File: config.mk
export PLATFORM = sky130hd
export DESIGN_NAME = uart_rx_flat
export DESIGN_NICKNAME = d
export VERILOG_FILES = /design/src/rtl/uart_rx_if.sv /design/src/rtl/uart_rx.sv /design/src/flat_wrapper.sv
export SDC_FILE = /design/constraint.sdc
export NUM_CORES = 1
export LEC_CHECK = 0
export CAP_MARGIN = 20
export CELL_PAD_IN_SITES_DETAIL_PLACEMENT = 1
export CELL_PAD_IN_SITES_GLOBAL_PLACEMENT = 2
export CORE_ASPECT_RATIO = 0.7
export CORE_MARGIN = 4
export CORE_UTILIZATION = 40
export DETAILED_ROUTE_END_ITERATION = 10
export PLACE_DENSITY = 0.83
export SETUP_SLACK_MARGIN = 0.3
export SYNTH_ARGS = -nofsm -noshare
export SYNTH_HDL_FRONTEND = slang
export SYNTH_SLANG_ARGS = --single-unit
File: constraint.sdc
create_clock -name clk -period 3.8 [get_ports clk]
set_input_delay 1.14 -clock clk [delete_from_list [all_inputs] [get_ports clk]]
set_output_delay 1.14 -clock clk [all_outputs]
set_load 0.01 [all_outputs]
File: src/rtl/uart_rx_if.sv
// Receive-side byte port of the 8N1 UART receiver: valid/ready byte stream plus
// the single-cycle framing-error and overrun pulses.
interface uart_rx_if;
    logic [7:0] out_data;
    logic       out_valid;
    logic       out_ready;
    logic       frame_err;
    logic       overrun;

    // The receiver drives the byte and flags; the consumer only answers with ready.
    modport master (
        output out_data,
        output out_valid,
        output frame_err,
        output overrun,
        input  out_ready
    );

    modport slave (
        input  out_data,
        input  out_valid,
        input  frame_err,
        input  overrun,
        output out_ready
    );
endinterface

File: src/rtl/uart_rx.sv
// 8N1 UART receiver: synchronises ser_rx, samples each bit mid-period with a
// clock-count timer and presents assembled bytes on a valid/ready port.
module uart_rx #(
    parameter int clocks_per_bit = 4
) (
    input  logic      clk,
    input  logic      rst_n,
    input  logic      ser_rx,
    uart_rx_if.master rx_out
);

    localparam int HALF = clocks_per_bit / 2;
    localparam int TW   = $clog2(clocks_per_bit);
    localparam logic [TW-1:0] TIMER_FULL = TW'(clocks_per_bit - 1);
    localparam logic [TW-1:0] TIMER_HALF = TW'(HALF - 1);

    typedef enum logic [2:0] {
        IDLE,
        START,
        DATA,
        STOP,
        BREAK
    } state_t;

    state_t          state, state_nxt;
    logic [1:0]      sync_q;
    logic            rx_s;
    logic [TW-1:0]   timer, timer_nxt;
    logic [2:0]      bit_idx, bit_idx_nxt;
    logic [7:0]      shift, shift_nxt;
    logic            timer_zero;
    logic            load_byte;
    logic            set_frame_err;
    logic            set_overrun;

    assign rx_s       = sync_q[1];
    assign timer_zero = (timer == '0);

    // Two-flop synchroniser; resets to the idle (high) line level.
    always_ff @(posedge clk or negedge rst_n) begin
        if (!rst_n) begin
            sync_q <= 2'b11;
        end else begin
            sync_q <= {sync_q[0], ser_rx};
        end
    end

    always_ff @(posedge clk or negedge rst_n) begin
        if (!rst_n) begin
            state   <= IDLE;
            timer   <= '0;
            bit_idx <= '0;
            shift   <= '0;
        end else begin
            state   <= state_nxt;
            timer   <= timer_nxt;
            bit_idx <= bit_idx_nxt;
            shift   <= shift_nxt;
        end
    end

    always_comb begin
        state_nxt     = state;
        timer_nxt     = timer;
        bit_idx_nxt   = bit_idx;
        shift_nxt     = shift;
        load_byte     = 1'b0;
        set_frame_err = 1'b0;
        set_overrun   = 1'b0;

        case (state)
            IDLE: begin
                if (!rx_s) begin
                    state_nxt = START;
                    timer_nxt = TIMER_HALF;
                end
            end

            START: begin
                if (!timer_zero) begin
                    timer_nxt = timer - TW'(1);
                end else if (rx_s) begin
                    state_nxt = IDLE;
                end else begin
                    state_nxt   = DATA;
                    bit_idx_nxt = '0;
                    timer_nxt   = TIMER_FULL;
                end
            end

            DATA: begin
                if (!timer_zero) begin
                    timer_nxt = timer - TW'(1);
                end else begin
                    shift_nxt[bit_idx] = rx_s;
                    timer_nxt          = TIMER_FULL;
                    if (bit_idx == 3'd7) begin
                        state_nxt = STOP;
                    end else begin
                        bit_idx_nxt = bit_idx + 3'd1;
                    end
                end
            end

            // Returning to IDLE at mid-stop lets a start bit that follows
            // immediately be caught; an accept in the same cycle frees the slot.
            STOP: begin
                if (!timer_zero) begin
                    timer_nxt = timer - TW'(1);
                end else if (rx_s) begin
                    state_nxt = IDLE;
                    if (!rx_out.out_valid || rx_out.out_ready) begin
                        load_byte = 1'b1;
                    end else begin
                        set_overrun = 1'b1;
                    end
                end else begin
                    state_nxt     = BREAK;
                    set_frame_err = 1'b1;
                end
            end

            BREAK: begin
                if (rx_s) begin
                    state_nxt = IDLE;
                end
            end

            default: begin
                state_nxt = IDLE;
            end
        endcase
    end

    always_ff @(posedge clk or negedge rst_n) begin
        if (!rst_n) begin
            rx_out.out_data  <= '0;
            rx_out.out_valid <= 1'b0;
            rx_out.frame_err <= 1'b0;
            rx_out.overrun   <= 1'b0;
        end else begin
            rx_out.frame_err <= set_frame_err;
            rx_out.overrun   <= set_overrun;
            if (load_byte) begin
                rx_out.out_data  <= shift;
                rx_out.out_valid <= 1'b1;
            end else if (rx_out.out_valid && rx_out.out_ready) begin
                rx_out.out_valid <= 1'b0;
            end
        end
    end

endmodule

File: src/flat_wrapper.sv
// flat-port wrapper written by rule: the top's interface ports become plain ports
module uart_rx_flat 
#(
    parameter int clocks_per_bit = 4
)
  (clk, rst_n, ser_rx, rx_out_out_data, rx_out_out_valid, rx_out_frame_err, rx_out_overrun, rx_out_out_ready);
  uart_rx_if rx_out_i ();
  input  logic clk;
  input  logic rst_n;
  input  logic ser_rx;
  output wire logic [$bits(rx_out_i.out_data)-1:0] rx_out_out_data;
  output wire logic [$bits(rx_out_i.out_valid)-1:0] rx_out_out_valid;
  output wire logic [$bits(rx_out_i.frame_err)-1:0] rx_out_frame_err;
  output wire logic [$bits(rx_out_i.overrun)-1:0] rx_out_overrun;
  input wire logic [$bits(rx_out_i.out_ready)-1:0] rx_out_out_ready;
  assign rx_out_out_data = rx_out_i.out_data;
  assign rx_out_out_valid = rx_out_i.out_valid;
  assign rx_out_frame_err = rx_out_i.frame_err;
  assign rx_out_overrun = rx_out_i.overrun;
  assign rx_out_i.out_ready = rx_out_out_ready;
  uart_rx #(.clocks_per_bit(clocks_per_bit)) u_core (.clk(clk), .rst_n(rst_n), .ser_rx(ser_rx), .rx_out(rx_out_i));
endmodule
==> flow_metrics.env <==
export IMPL_drc_errors=0
export IMPL_ctsLongestPathBuffers=2
export IMPL_grt_pass1_wl_microns=4430
export IMPL_antenna_found_initial=0
export IMPL_power_leakage_nw=0.728
export IMPL_io_buffers=14
export IMPL_syn2layout_area_growth_pct=19.2
export IMPL_ys_ff_latch=29
export IMPL_drt_wl_total_microns=2460
export IMPL_cp_num_buf_inv=1
export IMPL_worstMarginPinSlew_ns=0.478
export IMPL_ctsHoldBuffers=0
export IMPL_crit_path_end_kind="output port"
export IMPL_ys_types=30
export IMPL_place_area_sq_um=1480
export IMPL_syn_mean_instance_area_sq_um=12.6
export IMPL_dpl_cell_count=153
export IMPL_synth_nets=112
export IMPL_wl_per_cell_microns=15.3
export IMPL_place_congestion=0.757
export IMPL_crit_type="flop to output port"
export IMPL_min_period_ns=2.32
export IMPL_reg2regPathDepth=6
export IMPL_grt_use_total_pct=13.7
export IMPL_rsz0062_at_grt="false"
export IMPL_final_max_slew_violation_count=0
export IMPL_power_density_nw_per_um2=628
export IMPL_hold_depth=0
export IMPL_path_clk_slew_ns=0.06
export IMPL_start_kind="flop"
export IMPL_die_w_microns=76.5
export IMPL_crit_path_top_delay_cell="clkdlybuf4s50_1"
export IMPL_peakVddDrop_mv=0.279
export IMPL_crit_fanout=2
export IMPL_dieArea_sq_um=4280
export IMPL_synthTopCellsByArea="dfrtp_1 (51%), mux2_2 (15%), dfstp_2 (4.0%)"
export IMPL_cts_resized=0
export IMPL_layout_nets=130
export IMPL_synth_area_leader_cell="dfrtp_1"
export IMPL_grt_overflow_total=0
export IMPL_maxSlewHeadroom_pct=68.0
export IMPL_clock_fmax_mhz=431
export IMPL_grt_pass1_vias=910
export IMPL_fin_crit_sh_pct=61.1
export IMPL_maxCapViolations=0
export IMPL_cts_root_buf="clkbuf_8"
export IMPL_diodes=0
export IMPL_cts_made_buffers=5
export IMPL_netlist_instances=104
export IMPL_stdcell_count=161
export IMPL_netlist_area_leader_share_pct=51.4
export IMPL_yosys_warnings=0
export IMPL_viasPerCell=5.23
export IMPL_clk_latency_ns=0.27
export IMPL_rr_endpoint="u_core.rx_out.out_data[6]$_DFFE_PN0P_"
export IMPL_final_cell_area_sq_um=1570
export IMPL_ant_nets=0
export IMPL_min_from="u_core.sync_q[0]$_DFF_PN1_"
export IMPL_grt_max_degree=30
export IMPL_ios=15
export IMPL_skew_ns=0.00493
export IMPL_slowest_delay_ns=0.54
export IMPL_holdPathEnd="u_core.sync_q[1]$_DFF_PN1_"
export IMPL_path_cells="clkdlybuf4s50_1"
export IMPL_cts_setup_buffers=0
export IMPL_required_ns=2.66
export IMPL_hp_class="flop to flop"
export IMPL_tritoncts="built"
export IMPL_setup_violations=0
export IMPL_seq_area_frac_synth_pct=55.4
export IMPL_syn_area_sq_um=1310
export IMPL_cp_arrival_ns=1.18
export IMPL_r2r_slack_ns=1.79
export IMPL_drt_iter0_drc=32
export IMPL_dp_hpwl_microns=1790
export IMPL_worstReg2RegStart="u_core.timer[0]$_DFFE_PN0P_"
export IMPL_coreArea_sq_um=3150
export IMPL_num_rows=17
export IMPL_layout_common_cells="dfrtp_1 (27), mux2_2 (17), clkdlybuf4s50_1 (14)"
export IMPL_final_common_cell="dfrtp_1"
export IMPL_die_height_microns=56.0
export IMPL_numClockSinks=29
export IMPL_first_pass_iters=4
export IMPL_start_util_pct=41.7
export IMPL_status="complete, no violations"
export IMPL_hold_violations=0
export IMPL_drive_above_1_share_pct=24.4
export IMPL_cp_top_family="buffers and inverters"
export IMPL_num_vias=842
export IMPL_htreeDepth=2
export IMPL_num_fill_cells=329
export IMPL_setup_tns_final_ns=0
synthesized netlist by cell type, drive strengths merged:
cell    count
maj3        1
dfrtp      27
clkbuf      1
mux2i       1
a22o        2
nand3       4
nor2       12
buf         3
ha          4
mux2       20
inv         5
or3         1
a21oi       1
a41oi       1
nand2b      3
nand4       2
a31oi       1
nand2       3
and2b       1
nor3b       1
o211ai      1
dfstp       2
nand3b      1
o21ai       1
nor3        3
nor4b       2
stage by stage:
step | hold slack [ns] | total power [mW] | utilization [%] | setup slack [ns]
final | 0.356 | 0.983 | 49.8 | 1.48
after global routing | 0.360 | 1.06 | 49.8 | 1.44
after CTS | 0.358 | 0.999 | 49.8 | 1.46
after detailed placement | 0.349 | 0.758 | 47.1 | 1.25
after global placement | 0.347 | 0.739 | 47.1 | 1.28
after floorplan | 0.345 | 0.674 | - | 1.81
worst max path at each step:
| stage | from | endpoint | slack (ns) | depth (start not counted) |
|---|---|---|---|---|
| 2_1_floorplan | rx_out_out_ready | u_core.rx_out.out_data[0]$_DFFE_PN0P_ | 1.81 | 4 |
| 3_5_place_dp | rx_out_out_ready | u_core.rx_out.out_data[7]$_DFFE_PN0P_ | 1.25 | 4 |
| 6_report | u_core.rx_out.out_data[1]$_DFFE_PN0P_ | rx_out_out_data[1] | 1.48 | 1 |
| 3_3_place_gp | rx_out_out_ready | u_core.rx_out.out_data[2]$_DFFE_PN0P_ | 1.28 | 4 |
| 4_1_cts | u_core.rx_out.out_data[1]$_DFFE_PN0P_ | rx_out_out_data[1] | 1.46 | 1 |
| 5_1_grt | u_core.rx_out.out_data[1]$_DFFE_PN0P_ | rx_out_out_data[1] | 1.44 | 1 |
where the power goes:
part	leakage [nW]	internal, mW	switching (mW)	total [mW]
sequential	0.384	0.377	0.0816	0.459
clock	0.0450	0.126	0.109	0.236
combinational	0.299	0.160	0.129	0.289
total	0.728	0.664	0.320	0.983
sequential cells by signal, indices dropped and copies added (netlist names):
| name | count |
|---|---|
| u_core.state | 3 |
| u_core.rx_out.out_data | 8 |
| u_core.timer | 2 |
| u_core.bit_idx | 3 |
| u_core.shift | 8 |
| u_core.rx_out.out_valid | 1 |
| u_core.sync_q | 2 |
| u_core.rx_out.frame_err | 1 |
| u_core.rx_out.overrun | 1 |
cell families (layout without fill, tap and decap cells):
kind of cell	Yosys count	in the layout	synth area share [%]
AOI/OAI and AO/OA	7	7	3.81
buffers and inverters	9	28	3.33
and+or+nand+nor	33	33	15.0
adders and majority gates	5	5	4.57
muxes	21	21	17.9
DFF	29	29	55.4
area by class of cell:
class,instances,area [sq um],area share (%)
sequential,29,728,46.5
multi-input combinational,66,542,34.6
timing repair buffer,15,148,9.42
clock buffer,6,72.6,4.63
tap,38,47.5,3.04
inverter,5,18.8,1.20
clock inverter,2,10.0,0.639
routing by layer:
layer	part of all wire, %	up-vias	GRT usage [%]
met5	0	-	0
met4	2.1	0	6.98
met3	3.7	5	5.18
met2	44	14	19.5
met1	50	422	18.1
li1	-	401	-
Note: power is estimated with default switching activity, not from simulation.
==> patch 1, RTL diff (same settings) <==
Re-encode `state_t` (5 states) as one-hot, 5 bits wide.
--- a/src/rtl/uart_rx.sv
+++ b/src/rtl/uart_rx.sv
@@ -16,8 +16,8 @@
 
-    typedef enum logic [2:0] {
-        IDLE,
-        START,
-        DATA,
-        STOP,
-        BREAK
+    typedef enum logic [4:0] {
+        IDLE  = 5'b00001,
+        START = 5'b00010,
+        DATA  = 5'b00100,
+        STOP  = 5'b01000,
+        BREAK = 5'b10000
     } state_t;
Behaviour: no difference found for any inputs over 10 cycles, from zero or initial values and one cycle with rst_n low; not proved beyond that.
==> patch 1 against the original RTL <==
Critical path depth unchanged; cell count up 25%; register-to-register slack lost 20 ps; total power fell by 7.6%; sequential cell count is 2 higher; die area increased by 14%; final area increased by 13%; first-iteration DRC count is 110% higher; worst setup slack better by 0.83 ps; clock power grew 8.9%; area after synthesis is 16% higher; wire length is 37% higher; hold slack better by 1.6 ps.
==> patch 1: results (changes against the original RTL) <==
status = completed
clock skew = 7.19 ps (+2.26 ps)
DR iter-0 viols = 67 (+110%)
headroom to the max-slew limit = 64.5% (-3.5 points)
CP Max Fanout = 2 (unchanged)
metal2 WL = 1.54 mm (+43%)
crit path DAT = 1180 ps (about the same)
post-CTS setup buffer count = 0 (unchanged)
DR top layer = met4
number of global-route vias before repair = 1,214 (+33%)
initial antenna violation count = 0 (unchanged)
mux contribution to synthesized area = 12.5% (-5.4 points)
R2R Path End = u_core.shift[0]
Post-synth ARST share = 100% (unchanged)
Post-Synth XOR/XNOR Area = 1.15% (+1.2 points)
Post-synth top cells = 28 x dfrtp_1, 16 x mux2_2, 8 x nor2_1, 8 x o21ai_0, 7 x nand3_1
Seq/Total Area, Yosys = 51.3% (-4.2 points)
layout cells sized above 1 = 20.5% (-3.9 points)
port bufs = 14 (unchanged)
vias per cell = 5.58 (+6.6%)
nets = 157 (+21%)
Max stage delay cell, worst path = clkdlybuf4s50_1
ANT cells = 0 (unchanged)
All-Layer GR Usage = 16.9% (+3.2 points)
syn_nets = 142 (+27%)
cts bufs inserted = 5 (unchanged)
largest net degree at the start of global routing = 32 (+6.7%)
flop-to-flop setup slack = 1770 ps (-20 ps)
number of gates resized after cts = 0 (unchanged)
Worst-path clk slew = 60 ps (about the same)
clock root buffer = clkbuf_8
Regs by FF count = u_core.rx_out.out_data x8, u_core.shift x8, u_core.state x5
HP Class = flip-flop to flip-flop
ranking of synthesized cells by area = dfrtp_1 46%, mux2_2 12%, dfstp_2 5.2%
Synthesis Warnings = 0 (unchanged)
Clock Tree Buf Depth = 2 (unchanged)
global-route wire length before repair = 6.09 mm (+37%)
M1 WL = 1.63 mm (+31%)
Crit. Startpoint = u_core.rx_out.out_data[6]
Synth cell types = 37 (+23%)
Synth Area in Compound Gates = 8.81% (+5.0 points)
CP max stage delay = 550 ps
final RePlAce weighted congestion = 0.771 (+1.9%)
DP HPWL = 2.53 mm (+41%)
Fill cells = 389 (+18%)
Synth Area in Adders = 2.47% (-2.1 points)
delay-heaviest family, CP = buffers and inverters
peak supply drop = 0.000207 V (-26%)
Pre-antenna DRT Iters = 4 (unchanged)
H-tree Lvls = 2 (unchanged)
CP Capture Point = rx_out_out_data[6]
most common cell after layout, fill and taps aside = dfrtp_1
WL per Instance = 16.8 um (+9.8%)
Reg2Reg Depth = 4 (-2)
clock latency at the later pin of the worst-skew pair = 270 ps (about the same)
met3 routed WL = 175 um (+94%)
R2R Path Start = u_core.state[2]
DP Area = 0.00169 mm^2 (+14%)
P_leak = 0.795 nW (+9.2%)
[patch 1: changes by cell type after synthesis, moves of 3 or more]
cell	delta
o21ai_0	+7
nand2_1	+3
nand3_1	+3
mux2_1	-3
nor2_1	-4
nor3_1	+3
nor2b_1	+3
[patch 1: routing by layer]
metal / vias up / track usage, %
li1: 519 / -
met1: 572 / 23.1
met2: 25 / 25.4
met3: 5 / 5.17
met4: 0 / 5.69
met5: - / 0
[patch 1: worst min-delay path by stage]
stage	start	endpoint	slack (ps)	cells past startpoint
global route	u_core.sync_q[0]	u_core.sync_q[1]	360	0
finish	u_core.sync_q[0]	u_core.sync_q[1]	360	0
floorplan	u_core.sync_q[0]	u_core.sync_q[1]	350	0
CTS	u_core.sync_q[0]	u_core.sync_q[1]	360	0
global placement	u_core.sync_q[0]	u_core.sync_q[1]	350	0
detailed placement	u_core.sync_q[0]	u_core.sync_q[1]	350	0
[patch 1: cell type report]
| cell class | instances | area (um^2) | area share [%] |
|---|---|---|---|
| tap | 50 | 62.6 | 3.52 |
| sequential | 31 | 779 | 43.9 |
| timing repair buffer | 15 | 148 | 8.31 |
| clock buffer | 7 | 86.3 | 4.86 |
| multi-input combinational | 91 | 673 | 37.9 |
| inverter | 6 | 22.5 | 1.27 |
| clock inverter | 1 | 5.00 | 0.282 |
[patch 1: power breakdown]
part,internal [mW],switching [mW]
Sequential,0.362,0.0571
Combinational,0.0973,0.135
Clock,0.146,0.111
[patch 1: worst reg2reg max path: stages (launching register included)]
cell and delay [ps]:
dfrtp_1 500, nor2b_1 500, nand3_1 300, nor3_1 260
mux2_2 360
[patch 1: through the flow]
stage          setup slack [ps]  total power, mW  hold slack, ps  utilization [%]  std cells
3_3_place_gp               1440            0.640             348             47.1        193
6_report                   1480            0.909             358             49.6        201
2_1_floorplan              1880            0.603             345                -        135
3_5_place_dp               1400            0.660             348             47.1        193
4_1_cts                    1460            0.920             359             49.6        201
5_1_grt                    1410            0.980             364             49.6        201
[patch 1: logic make-up (layout without fill, tap and decap cells)]
| logic type | Yosys count | after routing |
|---|---|---|
| xor+xnor | 2 | 2 |
| mux | 17 | 17 |
| buf+inv | 13 | 29 |
| fa+ha+maj | 3 | 3 |
| simple gates | 49 | 49 |
| compound gates | 20 | 20 |
| flops | 31 | 31 |
==> patch 2, RTL diff (config.mk and constraints unchanged) <==
Without the edit above. `clocks_per_bit` is set to 4 in 2 places; all go to 16.
--- a/src/rtl/uart_rx.sv
+++ b/src/rtl/uart_rx.sv
@@ -3,3 +3,3 @@
 module uart_rx #(
-    parameter int clocks_per_bit = 4
+    parameter int clocks_per_bit = 16
 ) (
--- a/src/flat_wrapper.sv
+++ b/src/flat_wrapper.sv
@@ -3,3 +3,3 @@
 #(
-    parameter int clocks_per_bit = 4
+    parameter int clocks_per_bit = 16
 )
Behaviour: same outputs for any inputs over 10 cycles, from zero or initial values and one cycle with rst_n low; that may be too few to reach the edited logic, so the function may still have changed.
==> patch 2 against the original RTL <==
Wire length grew 27%; total power rose by 1.1%; register-to-register slack worse by 50 ps; largest cell class unchanged; final area rose by 12%; non-clock buffer count stayed put; hold slack improved by 0.56 ps; combinational power shrank 19%; count of clock-buffer cells in the layout increased by 2; worst setup slack lost 17 ps; sequential cell count rose by 2; cell count grew 15%; area after synthesis up 13%.
==> patch 2: results (changes against the original RTL) <==
status = completed
Layout clock area frac = 5.69% (+0.42 points)
Cells after Synth = 118 (+13%)
CTS sink cnt = 31 (+6.9%)
Seq/Total Area, Yosys = 52.3% (-3.2 points)
pre-CTS setup slack = 1140 ps (-108 ps)
clock skew = 6.27 ps (+1.34 ps)
peak supply drop = 0.000457 V (+64%)
CP Max Fanout = 8 (+6)
Fill cells = 393 (+19%)
largest net degree at the start of global routing = 32 (+6.7%)
final RePlAce weighted congestion = 0.785 (+3.8%)
fin crit period = 2340 ps (+17.1 ps)
Reg2Reg Depth = 5 (-1)
Post-synth top cells = 29 x dfrtp_1, 16 x mux2_1, 5 x nand3_1, 5 x nor2_1
Crit. Startpoint = rx_out_out_ready
DP HPWL = 2.11 mm (+18%)
Cell Count, Final, Fillers Out = 185 (+15%)
met3 routed WL = 112 um (+24%)
met1 Use GR = 20.1% (+2.0 points)
Regs by FF count = u_core.rx_out.out_data x8, u_core.shift x8, u_core.timer x4
vias per cell = 5.39 (+3.2%)
All-Layer GR Usage = 15.6% (+1.9 points)
crit path DAT = 2500 ps (+1320 ps)
M1 WL = 1.57 mm (+26%)
number of global-route vias before repair = 1,101 (+21%)
DR iter-0 viols = 38 (+19%)
nets = 141 (+8.5%)
kind of critical path = input pin to flip-flop
==> patch 2: cell count changes after synthesis, sizes merged, moves of 3 or more <==
cell and delta:
inv -3, mux2 -3, nand3b +3, nor2 -7, nor3b +3, o21ai +4
or4 +3
==> patch 2: per-stage QoR <==
| stage | instance area [um^2] | utilization (%) |
|---|---|---|
| after floorplan | 1490 | - |
| after global placement | 1660 | 46.6 |
| after detailed placement | 1660 | 46.6 |
| after CTS | 1760 | 49.4 |
| after global routing | 1760 | 49.4 |
| final | 1760 | 49.4 |
==> patch 2: worst max-delay path: stages <==
cell and delay (ps):
clkdlybuf4s50_1 450, nand2b_1 130, and3_1 390, mux2_1 380
==> patch 2: cell families (layout without fill, tap and decap cells) <==
kind of cell    after synthesis  in the layout  synth area share, %
simple gates                 42             42                 20.8
flops                        31             31                 52.3
mux                          19             19                 14.2
compound gates               15             15                 7.06
buf+inv                       8             25                 3.19
fa+ha+maj                     3              3                 2.52
